==> src/rtl/addsub_mul_sequencer.sv <==
// addsub_mul_sequencer: shift-and-add multiplier controller that time-shares one external add/sub unit
// for operand absolute values, WIDTH add/shift iterations and the final 64-bit negation.
module addsub_mul_sequencer #(
  parameter int WIDTH = 32
) (
  input  logic             clk_i,
  input  logic             rst_ni,
  input  logic             start_i,
  input  logic             signed_i,
  input  logic [WIDTH-1:0] op_a_i,
  input  logic [WIDTH-1:0] op_b_i,
  output logic             busy_o,
  output logic             done_o,
  output logic [WIDTH-1:0] prod_hi_o,
  output logic [WIDTH-1:0] prod_lo_o,
  output logic [WIDTH-1:0] add_a_o,
  output logic [WIDTH-1:0] add_b_o,
  output logic             add_sna_o,
  input  logic [WIDTH-1:0] add_y_i,
  input  logic             add_co_i
);
  localparam int CW = $clog2(WIDTH);
  typedef enum logic [2:0] {S_IDLE, S_ABS_A, S_ABS_B, S_ITER, S_NEG_LO, S_NEG_HI, S_DONE} state_e;
  state_e state_q, state_d;
  logic [WIDTH-1:0] mcand_q, hi_q, lo_q, prod_hi_q, prod_lo_q;
  logic [CW-1:0] cnt_q;
  logic sgn_q, neg_q, c_q;
  assign busy_o = state_q != S_IDLE;
  assign done_o = state_q == S_DONE;
  assign prod_hi_o = prod_hi_q;
  assign prod_lo_o = prod_lo_q;
  always_comb begin
    state_d = state_q;
    add_a_o = '0;
    add_b_o = '0;
    add_sna_o = 1'b0;
    unique case (state_q)
      S_IDLE: if (start_i) state_d = S_ABS_A;
      S_ABS_A: begin
        add_b_o = mcand_q;
        add_sna_o = 1'b1;
        state_d = S_ABS_B;
      end
      S_ABS_B: begin
        add_b_o = lo_q;
        add_sna_o = 1'b1;
        state_d = S_ITER;
      end
      S_ITER: begin
        add_a_o = hi_q;
        add_b_o = lo_q[0] ? mcand_q : '0;
        if (cnt_q == CW'(WIDTH - 1)) state_d = S_NEG_LO;
      end
      S_NEG_LO: begin
        add_b_o = lo_q;
        add_sna_o = 1'b1;
        state_d = S_NEG_HI;
      end
      S_NEG_HI: begin
        // ~hi + c: subtracting from all-ones gives plain ~hi when no carry came out of the low word
        add_a_o = c_q ? '0 : '1;
        add_b_o = hi_q;
        add_sna_o = 1'b1;
        state_d = S_DONE;
      end
      S_DONE: state_d = S_IDLE;
      default: state_d = S_IDLE;
    endcase
  end
  always_ff @(posedge clk_i or negedge rst_ni) begin
    if (!rst_ni) begin
      state_q <= S_IDLE;
      mcand_q <= '0;
      hi_q <= '0;
      lo_q <= '0;
      prod_hi_q <= '0;
      prod_lo_q <= '0;
      cnt_q <= '0;
      sgn_q <= 1'b0;
      neg_q <= 1'b0;
      c_q <= 1'b0;
    end else begin
      state_q <= state_d;
      unique case (state_q)
        S_IDLE: if (start_i) begin
          mcand_q <= op_a_i;
          lo_q <= op_b_i;
          sgn_q <= signed_i;
          neg_q <= signed_i & (op_a_i[WIDTH-1] ^ op_b_i[WIDTH-1]);
        end
        S_ABS_A: if (sgn_q && mcand_q[WIDTH-1]) mcand_q <= add_y_i;
        S_ABS_B: begin
          if (sgn_q && lo_q[WIDTH-1]) lo_q <= add_y_i;
          hi_q <= '0;
          cnt_q <= '0;
        end
        S_ITER: begin
          hi_q <= {add_co_i, add_y_i[WIDTH-1:1]};
          lo_q <= {add_y_i[0], lo_q[WIDTH-1:1]};
          cnt_q <= cnt_q + 1'b1;
        end
        S_NEG_LO: if (neg_q) begin
          lo_q <= add_y_i;
          c_q <= add_co_i;
        end
        S_NEG_HI: begin
          // result registers load here so they are already valid while DONE is high
          if (neg_q) hi_q <= add_y_i;
          prod_hi_q <= neg_q ? add_y_i : hi_q;
          prod_lo_q <= lo_q;
        end
        default: ;
      endcase
    end
  end
endmodule

==> config.mk <==
export PLATFORM = sky130hd
export DESIGN_NAME = addsub_mul_sequencer
export DESIGN_NICKNAME = d
export VERILOG_FILES = /design/src/rtl/addsub_mul_sequencer.sv
export SDC_FILE = /design/constraint.sdc
export NUM_CORES = 1
export LEC_CHECK = 0
export CORE_MARGIN = 8
export CORE_UTILIZATION = 50
export DETAILED_ROUTE_END_ITERATION = 8
export DONT_BUFFER_PORTS = 1
export MAX_ROUTING_LAYER = met4
export PLACE_DENSITY_LB_ADDON = 0.15
export SYNTH_ARGS = -nofsm -noshare
export SYNTH_HDL_FRONTEND = slang
export SYNTH_SLANG_ARGS = --single-unit
==> constraint.sdc <==
create_clock -name clk_i -period 2.5 [get_ports clk_i]
set_clock_uncertainty 0.15 [all_clocks]
set_input_delay 0 -clock clk_i [delete_from_list [all_inputs] [get_ports clk_i]]
set_output_delay 0 -clock clk_i [all_outputs]
set_load 0.02 [all_outputs]
==> run metrics, run 1 <==
worst-path cell chain buf_4 > nor2b_4 > and2_4 > a21o_1; synth-to-layout area growth 24.4%; vias 8093; top-area cell type share of the netlist area 47.4%; # rows 49; vias in the first global route 8002; clock latency on the worst-skew pair 0.43 ns; TritonRoute pass-1 iters 6; first-pass GRT wire length 47400 µm; count of final setup violators 0; critical path class reg -> out; CTS tree yes; post-synthesis xor/xnor area fraction 0.291%; final hold slack -0.877 ns; Slew Viols, Final 0; Post-synth EDFFs 0; port bufs 0; failing checks negative hold slack; FMAX 416 MHz; Vias per Instance 6.26; Post-Synth Simple-Gate Area 11.5%; dominant synthesized flop cell dfrtp_1; synth warn 0; Routed Wire Length 31300 µm; Yosys cell types 34; GRT Util Overall 27.9%; post-DP HPWL 19300 µm; post-synth top area cell dfrtp_1; CTS Root Cell clkbuf_16; Power Dens Cells 1040 nW/µm²; WL/cell 24.3 µm; Top Ports 232; Initial DRC Count 691; cts bufs inserted 17; share of post-route cells with drive strength above 1 8.38%; Reg clk slew, reported paths 0.06 ns; worst path arrival time 2.26 ns; post-synthesis cell count 962; Critical Path Slowest Stage Cell dfrtp_4; Tcrit/Tclk final 96.3%; hold_buf cts 114; register bit total from synthesis 171; Syn Nets 1065; Detail Route Antenna Nets 0; outcome finished, violations left; Worst Setup Start Kind register; initial core utilization 50.6%; min cycle time layout 2.41 ns; clock sink count 171; Die X 150 µm; nets@finish 1152; adder and majority cell fraction of the synthesized area 0.277%; Compound-Gate Fraction of Synth Area 22.5%; syn avg cell area 9.39 µm²; die height 150 µm; CORE AREA 17800 µm²; H-tree Lvls 4; grt ovf 0; Netlist Area Pre-Place 9030 µm²; Die Footprint 22600 µm²; Setup WS pre-CTS 0.238 ns; overall power 11.6 mW; Worst Path Max Fanout 23; post-route DRC violation count 0; setup ws final 0.0933 ns; HP Class in -> async; largest cells by area after synthesis dfrtp_1 47%, mux2i_1 11%, o21ai_0 8.5%; largest family of logic cells by synthesized area compound AO/OA/AOI/OAI gates; ys async rst share 100%; antenna violations before repair 1; total of max-cap violations 0; Max clock buf depth 2; multiplexer share of the synthesized area 11.1%; Critical Path End Type output pin; leak pwr 5.44 nW; Slew @ Worst Pin 0.706 ns; slowest cell delay on critical path 0.59 ns; Final GP Congestion 0.799; Seq/Total Area, Yosys 47.4%; Worst slew margin 52.9%; Worst EP required 2.35 ns; Hold Violations, Final 171; largest net degree at the start of global routing 172; IR drop worst, VDD 0.732 mV
## layer usage
metal / GRT usage [%] / up-vias / wire length (µm)
li1: - / 3611 / -
met1: 35.1 / 4004 / 12700
met2: 44.4 / 422 / 14900
met3: 6.07 / 56 / 2950
met4: 8.90 / 0 / 813
met5: - / - / 0
## logic make-up after synthesis
logic type               count (synthesis)
flip-flops                             171
multiplexers                           100
buffers and inverters                  151
XOR/XNOR                                 3
AO/OA/AOI/OAI                          303
AND/OR/NAND/NOR                        232
adder cells (fa/ha/maj)                  2
## registers in the layout (all words and copies together), names as in the netlist
name and count:
prod_hi_o 32, c_q 1, lo_q 32, neg_q 1
hi_q 32, state_q 3, mcand_q 32, sgn_q 1
cnt_q 5, prod_lo_o 32
## synthesized netlist by cell type, drive strengths merged, types with 6 or more instances
master    n
o221ai   32
clkbuf   49
a222oi   31
nor3b    32
buf      37
nor2     38
nand2b    8
nand3     6
mux2i    97
nand2   140
o21ai   162
inv      65
a21o     35
a22o     34
dfrtp   171
## worst max-delay path, delay by kind of cell, from the launching register on
kind | cells | cell delay [ns]
flops | 1 | 0.59
simple gates | 2 | 0.59
buf+inv | 1 | 0.33
compound gates | 1 | 0.32
## layout by cell type (no fill, tap or decap), types with 4 or more instances in the layout
master         instances
clkbuf_1               5
o21ai_0              154
a22o_1                34
mux2i_1               97
nor2_4                 4
nand3_1                6
a222oi_1              31
dlygate4sd3_1        114
o221ai_1              32
a21o_1                35
clkbuf_16             17
dfrtp_1              167
nand2_1              139
inv_1                 65
buf_4                 26
nor2_1                35
nor3b_1               32
o21ai_1                8
nand2b_1               5
buf_12                10
## final timing paths
| check | startpoint | endpoint | slack, ns | cells after the start |
|---|---|---|---|---|
| setup / recovery | state_q[1]$_DFFE_PN0P_ | add_a_o[17] | 0.09 | 4 |
| min in group clk_i | add_y_i[26] | mcand_q[26]$_DFFE_PN0P_ | 0.17 | 3 |
| max in group asynchronous | rst_ni | prod_lo_o[22]$_DFFE_PN0N_ | 2.79 | 0 |
| hold / removal | rst_ni | prod_lo_o[2]$_DFFE_PN0N_ | -0.88 | 0 |
| hold reg to reg | cnt_q[4]$_DFFE_PN0P_ | cnt_q[4]$_DFFE_PN0P_ | 0.33 | 2 |
| setup reg to reg | state_q[1]$_DFFE_PN0P_ | mcand_q[24]$_DFFE_PN0P_ | 0.14 | 6 |
## through the flow
step / cells / hold WS (ns) / cell area (µm²) / setup TNS (ns) / util (%)
after floorplan: 962 / -0.446 / 9030 / 0 / -
after global placement: 1133 / -0.437 / 9320 / 0 / 52.2
after detailed placement: 1133 / -0.436 / 9320 / 0 / 52.2
after CTS: 1284 / -0.895 / 11100 / -2.14 / 62.3
after global routing: 1292 / -0.899 / 11200 / -0.00100 / 63.0
final: 1292 / -0.877 / 11200 / 0 / 63.0
## final cells by class
cell class | count | area (µm²)
antenna | 1 | 2.50
clock inverter | 7 | 113
clock buffer | 25 | 485
sequential | 171 | 4290
tap | 229 | 287
fill | 1504 | 6610
multi-input combinational | 643 | 4270
inverter | 65 | 244
timing repair buffer | 151 | 1550
## where the power goes
group	switching (mW)	internal (mW)	total (mW)
sequential	0.727	3.40	4.13
combinational	2.92	1.86	4.78
clock	1.08	1.65	2.73
total	4.73	6.91	11.6
## timing repair
| action | 4_1_cts | 5_1_grt |
|---|---|---|
| hold endpoints to repair | 303 | 171 |
| setup buffers | 4 | 5 |
| pin swaps | 1 | 1 |
| resized for setup | 3 | 5 |
| cloned | 1 | 2 |
| endpoints found under the setup margin | 64 | 75 |
Note: power is estimated with default switching activity, not from simulation.
==> inputs of run 2 (changes only) <==
--- a/config.mk
+++ b/config.mk
@@ -8,4 +8,5 @@
 export CORE_MARGIN = 8
 export CORE_UTILIZATION = 50
+export CTS_BUF_LIST = sky130_fd_sc_hd__clkbuf_8 sky130_fd_sc_hd__clkbuf_16
 export DETAILED_ROUTE_END_ITERATION = 8
 export DONT_BUFFER_PORTS = 1
--- a/constraint.sdc
+++ b/constraint.sdc
@@ -3,3 +3,3 @@
 set_input_delay 0 -clock clk_i [delete_from_list [all_inputs] [get_ports clk_i]]
 set_output_delay 0 -clock clk_i [all_outputs]
-set_load 0.02 [all_outputs]
+set_load 0.005 [all_outputs]
==> run metrics, run 2 (synthesis gave the netlist of run 1 again) <==
outcome finished, violations left; failing checks negative hold slack; RR Endpoint lo_q[31]$_DFFE_PN0P_; Slew @ Worst Pin 0.629 ns (-0.0768 ns); Power Dens Cells 968 nW/µm² (-6.5%); Worst EP required 2.35 ns (about the same); synth-to-layout area growth 23.0%; cell area after layout 11100 µm² (-1.1%); Top Ports 232 (unchanged); IR drop worst, VDD 0.675 mV (-7.8%); Slew Viols, Final 0 (unchanged); nets@finish 1152 (unchanged); share of post-route cells with drive strength above 1 9.04% (+0.66 points); internal power 6.66 mW (-3.6%); combinational power share 38.7% (-2.4 points); # rows 49 (unchanged); Reg clk slew, reported paths 0.07 ns (about the same); most frequent cells in the layout 167 x dfrtp_1, 154 x o21ai_0, 139 x nand2_1; RSZ-0062 raised after global routing false; largest net degree at the start of global routing 172 (unchanged); Worst Path Max Fanout 19 (-17%); proportion of power drawn by the clock network 23.4% (about the same); count of final setup violators 0 (unchanged); Switch Pwr 4.10 mW (-13%); port bufs 0 (unchanged); most common cell after layout, fill and taps aside dfrtp_1; clock sink count 171 (unchanged); die height 150 µm (unchanged); Detail Route Antenna Nets 0 (unchanged); leak pwr 5.39 nW (-0.90%); post-route DRC violation count 0 (unchanged); Die X 150 µm (unchanged); Tcrit/Tclk final 96.4% (+0.16 points); CTS tree yes; critical path class reg -> out; cts bufs inserted 17 (unchanged); WL/cell 24.1 µm (-0.49%); antenna violations before repair 0 (-1); TritonRoute pass-1 iters 6 (unchanged); total of max-cap violations 0 (unchanged); initial core utilization 50.6% (unchanged); Vias per Instance 6.16 (-1.7%); CORE AREA 17800 µm² (unchanged); Max clock buf depth 2 (unchanged); vias in the first global route 8118 (+1.4%); CTS Root Cell clkbuf_16; first-pass GRT wire length 48500 µm (+2.5%); HP Class in -> async; final hold slack -0.893 ns (-0.0159 ns); Die Footprint 22600 µm² (unchanged); H-tree Lvls 4 (unchanged); min cycle time layout 2.41 ns (+0.00404 ns); Initial DRC Count 780 (+13%); Worst Setup Start Kind register; Final GP Congestion 0.816 (+2.1%); Critical Path End Type output pin; setup TNS 0 ns (unchanged); placed cell areas 9330 µm² (about the same); diodes inserted 0 (-1); R2R cell count 5 (-1); clock latency on the worst-skew pair 0.43 ns (about the same); final core utilization 62.3% (-0.67 points); origin of the critical flop-to-flop path state_q[1]$_DFFE_PN0P_; switching share of power 38.1% (-2.5 points); Worst slew margin 58.1% (+5.1 points); sequential power share 37.9% (+2.4 points); grt ovf 0 (unchanged); vias 7953 (-1.7%); FF-to-FF setup slack 0.15 ns (about the same); worst path arrival time 2.26 ns (about the same); FMAX 415 MHz (-0.17%); GRT Util Overall 28.6% (+0.67 points); hold_buf cts 108 (-5.3%); Routed Wire Length 31200 µm (-0.57%); post-DP HPWL 19700 µm (+2.4%); # fillers 1495 (-0.60%); Hold Violations, Final 171 (unchanged)
-- run 2: cell types whose count changed in the layout (fill, tap and decap cells not counted), moves of 2 or more --
cell	before	now
buf_4	26	37
clkbuf_1	5	0
inv_1	65	69
clkinvlp_4	1	5
nand2b_2	2	4
buf_12	10	6
clkbuf_8	3	1
bufinv_16	3	1
dlygate4sd3_1	114	108
clkinv_4	0	2
-- run 2: power by group through the flow --
stage | Clock [mW] | Combinational (mW) | Sequential, mW
after global placement | 0 | 3.55 | 4.13
after floorplan | 0 | 2.80 | 3.81
after detailed placement | 0 | 3.62 | 4.12
after global routing | 2.66 | 4.59 | 4.16
final | 2.51 | 4.16 | 4.08
after CTS | 2.53 | 4.00 | 4.08
-- run 2: worst max-delay path, cell delays in order (launching register included) --
cell and delay (ns):
dfrtp_4 0.61, nand2b_1 0.34, a21oi_4 0.19, buf_4 0.30, a31oi_1 0.08, o22ai_1 0.16, buf_4 0.15
-- run 2: metal layers --
layer	GRT usage, %	up-vias	wire length, µm
li1	-	3605	-
met1	37.2	3884	12600
met2	42.9	405	14600
met3	6.55	59	2940
met4	10.8	0	953
met5	-	-	0
-- run 2: worst max-delay path by stage --
stage	from	endpoint	slack (ns)	cells after the start
3_3_place_gp	state_q[1]$_DFFE_PN0P_	add_b_o[17]	0.31	4
4_1_cts	state_q[1]$_DFFE_PN0P_	add_a_o[17]	0.01	3
6_report	state_q[2]$_DFFE_PN0P_	add_b_o[0]	0.09	6
3_5_place_dp	state_q[1]$_DFFE_PN0P_	add_b_o[19]	0.19	4
2_1_floorplan	state_q[1]$_DFFE_PN0P_	lo_q[10]$_DFFE_PN0P_	0.74	5
5_1_grt	state_q[2]$_DFFE_PN0P_	add_b_o[0]	0.01	6
-- run 2: layout make-up --
| type | count | area [µm²] | share of cell area, % |
|---|---|---|---|
| Clock buffer | 18 | 439 | 3.95 |
| Multi-Input combinational cell | 642 | 4250 | 38.3 |
| Clock inverter | 14 | 110 | 0.991 |
| Inverter | 65 | 244 | 2.20 |
| Tap cell | 229 | 287 | 2.58 |
| Timing Repair Buffer | 152 | 1490 | 13.4 |
| Sequential cell | 171 | 4290 | 38.6 |
-- run 2: repair_timing --
item,CTS,global route
cloned,2,0
setup endpoints to repair,41,66
resized for setup,4,3
endpoints found under the hold margin,303,171
pin swaps,3,0
setup buffers,7,5
-- run 2: through the flow --
stage / power, mW / cells / worst slack [ns]
after CTS: 10.6 / 1286 / 0.0147
after detailed placement: 7.74 / 1137 / 0.193
after global placement: 7.68 / 1137 / 0.314
after global routing: 11.4 / 1291 / 0.00992
final: 10.8 / 1291 / 0.0892
after floorplan: 6.62 / 962 / 0.736
==> inputs of run 3 (changes only) <==
Settings changed: CELL_PAD_IN_SITES_DETAIL_PLACEMENT from default to 0, CELL_PAD_IN_SITES_GLOBAL_PLACEMENT from default to 2, CORE_UTILIZATION 50 to 38, CTS_CLUSTER_DIAMETER from default to 30.
==> run metrics, run 3 (synthesis gave the netlist of run 1 again) <==
leak pwr 5.46 nW (+1.3%); diodes inserted 0 (unchanged); RSZ-0062 raised after global routing false; WL/cell 24.9 µm (+3.3%); Setup WS pre-CTS 0.314 ns (+0.121 ns); origin of the critical flop-to-flop path state_q[1]$_DFFE_PN0P_; final hold slack -0.889 ns (+0.00458 ns); Hold Violations, Final 171 (unchanged); Final GP Congestion 0.811 (-0.54%); cts bufs inserted 17 (unchanged); initial core utilization 38.6% (-12 points); failing checks negative hold slack; Worst Setup Start Kind register; most common cell after layout, fill and taps aside dfrtp_1; clock latency on the worst-skew pair 0.43 ns (about the same); FMAX 415 MHz (about the same); R2R cell count 5 (unchanged); hold_buf cts 110 (+1.9%); Slew Viols, Final 0 (unchanged); first-pass GRT wire length 52200 µm (+7.6%); post-DP HPWL 21600 µm (+9.4%); Vias per Instance 5.82 (-5.6%); Slew @ Worst Pin 0.767 ns (+0.138 ns); Reg clk slew, reported paths 0.07 ns (about the same); Power Dens Cells 967 nW/µm² (-0.18%); H-tree Lvls 4 (unchanged); Die X 170 µm (+13%); post-route DRC violation count 0 (unchanged); Top Ports 232 (unchanged); Routed Wire Length 34400 µm (+11%); vias in the first global route 8438 (+3.9%); antenna violations before repair 0 (unchanged); largest net degree at the start of global routing 172 (unchanged); synth-to-layout area growth 25.4%; CP startpoint state_q[1]$_DFFE_PN0P_; critical path class reg -> reg; Worst slew margin 48.8% (-9.3 points); most frequent cells in the layout 167 x dfrtp_1, 154 x o21ai_0, 139 x nand2_1; Detail Route Antenna Nets 0 (unchanged); outcome finished, violations left; Initial DRC Count 715 (-8.3%); clock sink count 171 (unchanged); Worst EP required 2.71 ns (+0.36 ns); GRT Util Overall 24.4% (-4.2 points); count of final setup violators 0 (unchanged); setup ws final 0.0878 ns (-0.00147 ns); Die Footprint 29000 µm² (+28%); vias 8038 (+1.1%); # fillers 2263 (+51%); Tcrit/Tclk final 96.5% (about the same); CTS Root Cell clkbuf_16; min cycle time layout 2.41 ns (+0.00147 ns); RR Endpoint lo_q[0]$_DFFE_PN0P_; worst path arrival time 2.62 ns (+0.36 ns); CTS tree yes; share of post-route cells with drive strength above 1 9.31% (+0.27 points); FF-to-FF setup slack 0.09 ns (-0.06 ns); IR drop worst, VDD 0.457 mV (-32%); overall power 10.9 mW (+1.7%); nets@finish 1153 (+0.087%); setup TNS 0 ns (unchanged); grt ovf 0 (unchanged); TritonRoute pass-1 iters 6 (unchanged); HP Class in -> async; Worst Path Max Fanout 17 (-2); die height 170 µm (+13%); total of max-cap violations 0 (unchanged); Critical Path End Type register; Max clock buf depth 2 (unchanged); port bufs 0 (unchanged); # rows 56 (+14%); CORE AREA 23400 µm² (+31%)
-- run 3: report_power, final --
part           internal (mW)  switching (mW)
Combinational           1.88            2.32
Sequential              3.40           0.683
Clock                   1.43            1.23
-- run 3: what timing repair did --
| item | CTS | global route |
|---|---|---|
| pin swaps | 3 | 0 |
| cloned | 3 | 0 |
| endpoints found under the hold margin | 303 | 171 |
| setup buffers | 6 | 3 |
| endpoints found under the setup margin | 63 | 61 |
| resized for setup | 4 | 9 |
-- run 3: stage by stage --
step	cells	utilization, %	hold WS (ns)	cell area, µm²
floorplan	962	-	-0.446	9030
global placement	1228	40.4	-0.438	9440
detailed placement	1228	40.4	-0.440	9440
CTS	1379	48.1	-0.908	11300
global route	1382	48.4	-0.912	11300
finish	1382	48.4	-0.889	11300
-- run 3: final cells by class --
cell class                      instances  area (µm²)  share of cell area, %
Clock buffer                           18         439                   3.88
Clock inverter                         14         136                   1.20
Inverter                               65         244                   2.16
Multi-Input combinational cell        643        4270                   37.7
Sequential cell                       171        4290                   37.9
Tap cell                              319         399                   3.53
Timing Repair Buffer                  152        1540                   13.6
-- run 3: critical path, stage by stage (launching register included) --
cell           delay, ns
dfrtp_4             0.61
nand2b_1            0.23
a221oi_4            0.32
buf_6               0.24
mux2i_1             0.21
dlygate4sd3_1       0.58
-- run 3: how the worst max path moves through the flow --
stage,to,slack (ns),cells after the start
3_3_place_gp,add_b_o[15],0.35,4
5_1_grt,add_a_o[21],0.009,5
3_5_place_dp,add_b_o[31],0.31,4
6_report,lo_q[0]$_DFFE_PN0P_,0.09,5
2_1_floorplan,lo_q[10]$_DFFE_PN0P_,0.74,5
4_1_cts,add_a_o[21],0.003,5
-- run 3: routing by layer --
metal	part of all wire, %	vias up	track usage, %
met2	48	333	38.3
met3	8.3	40	7.14
met4	2.1	0	7.36
met1	42	4053	30.1
met5	0	-	-
li1	-	3612	-
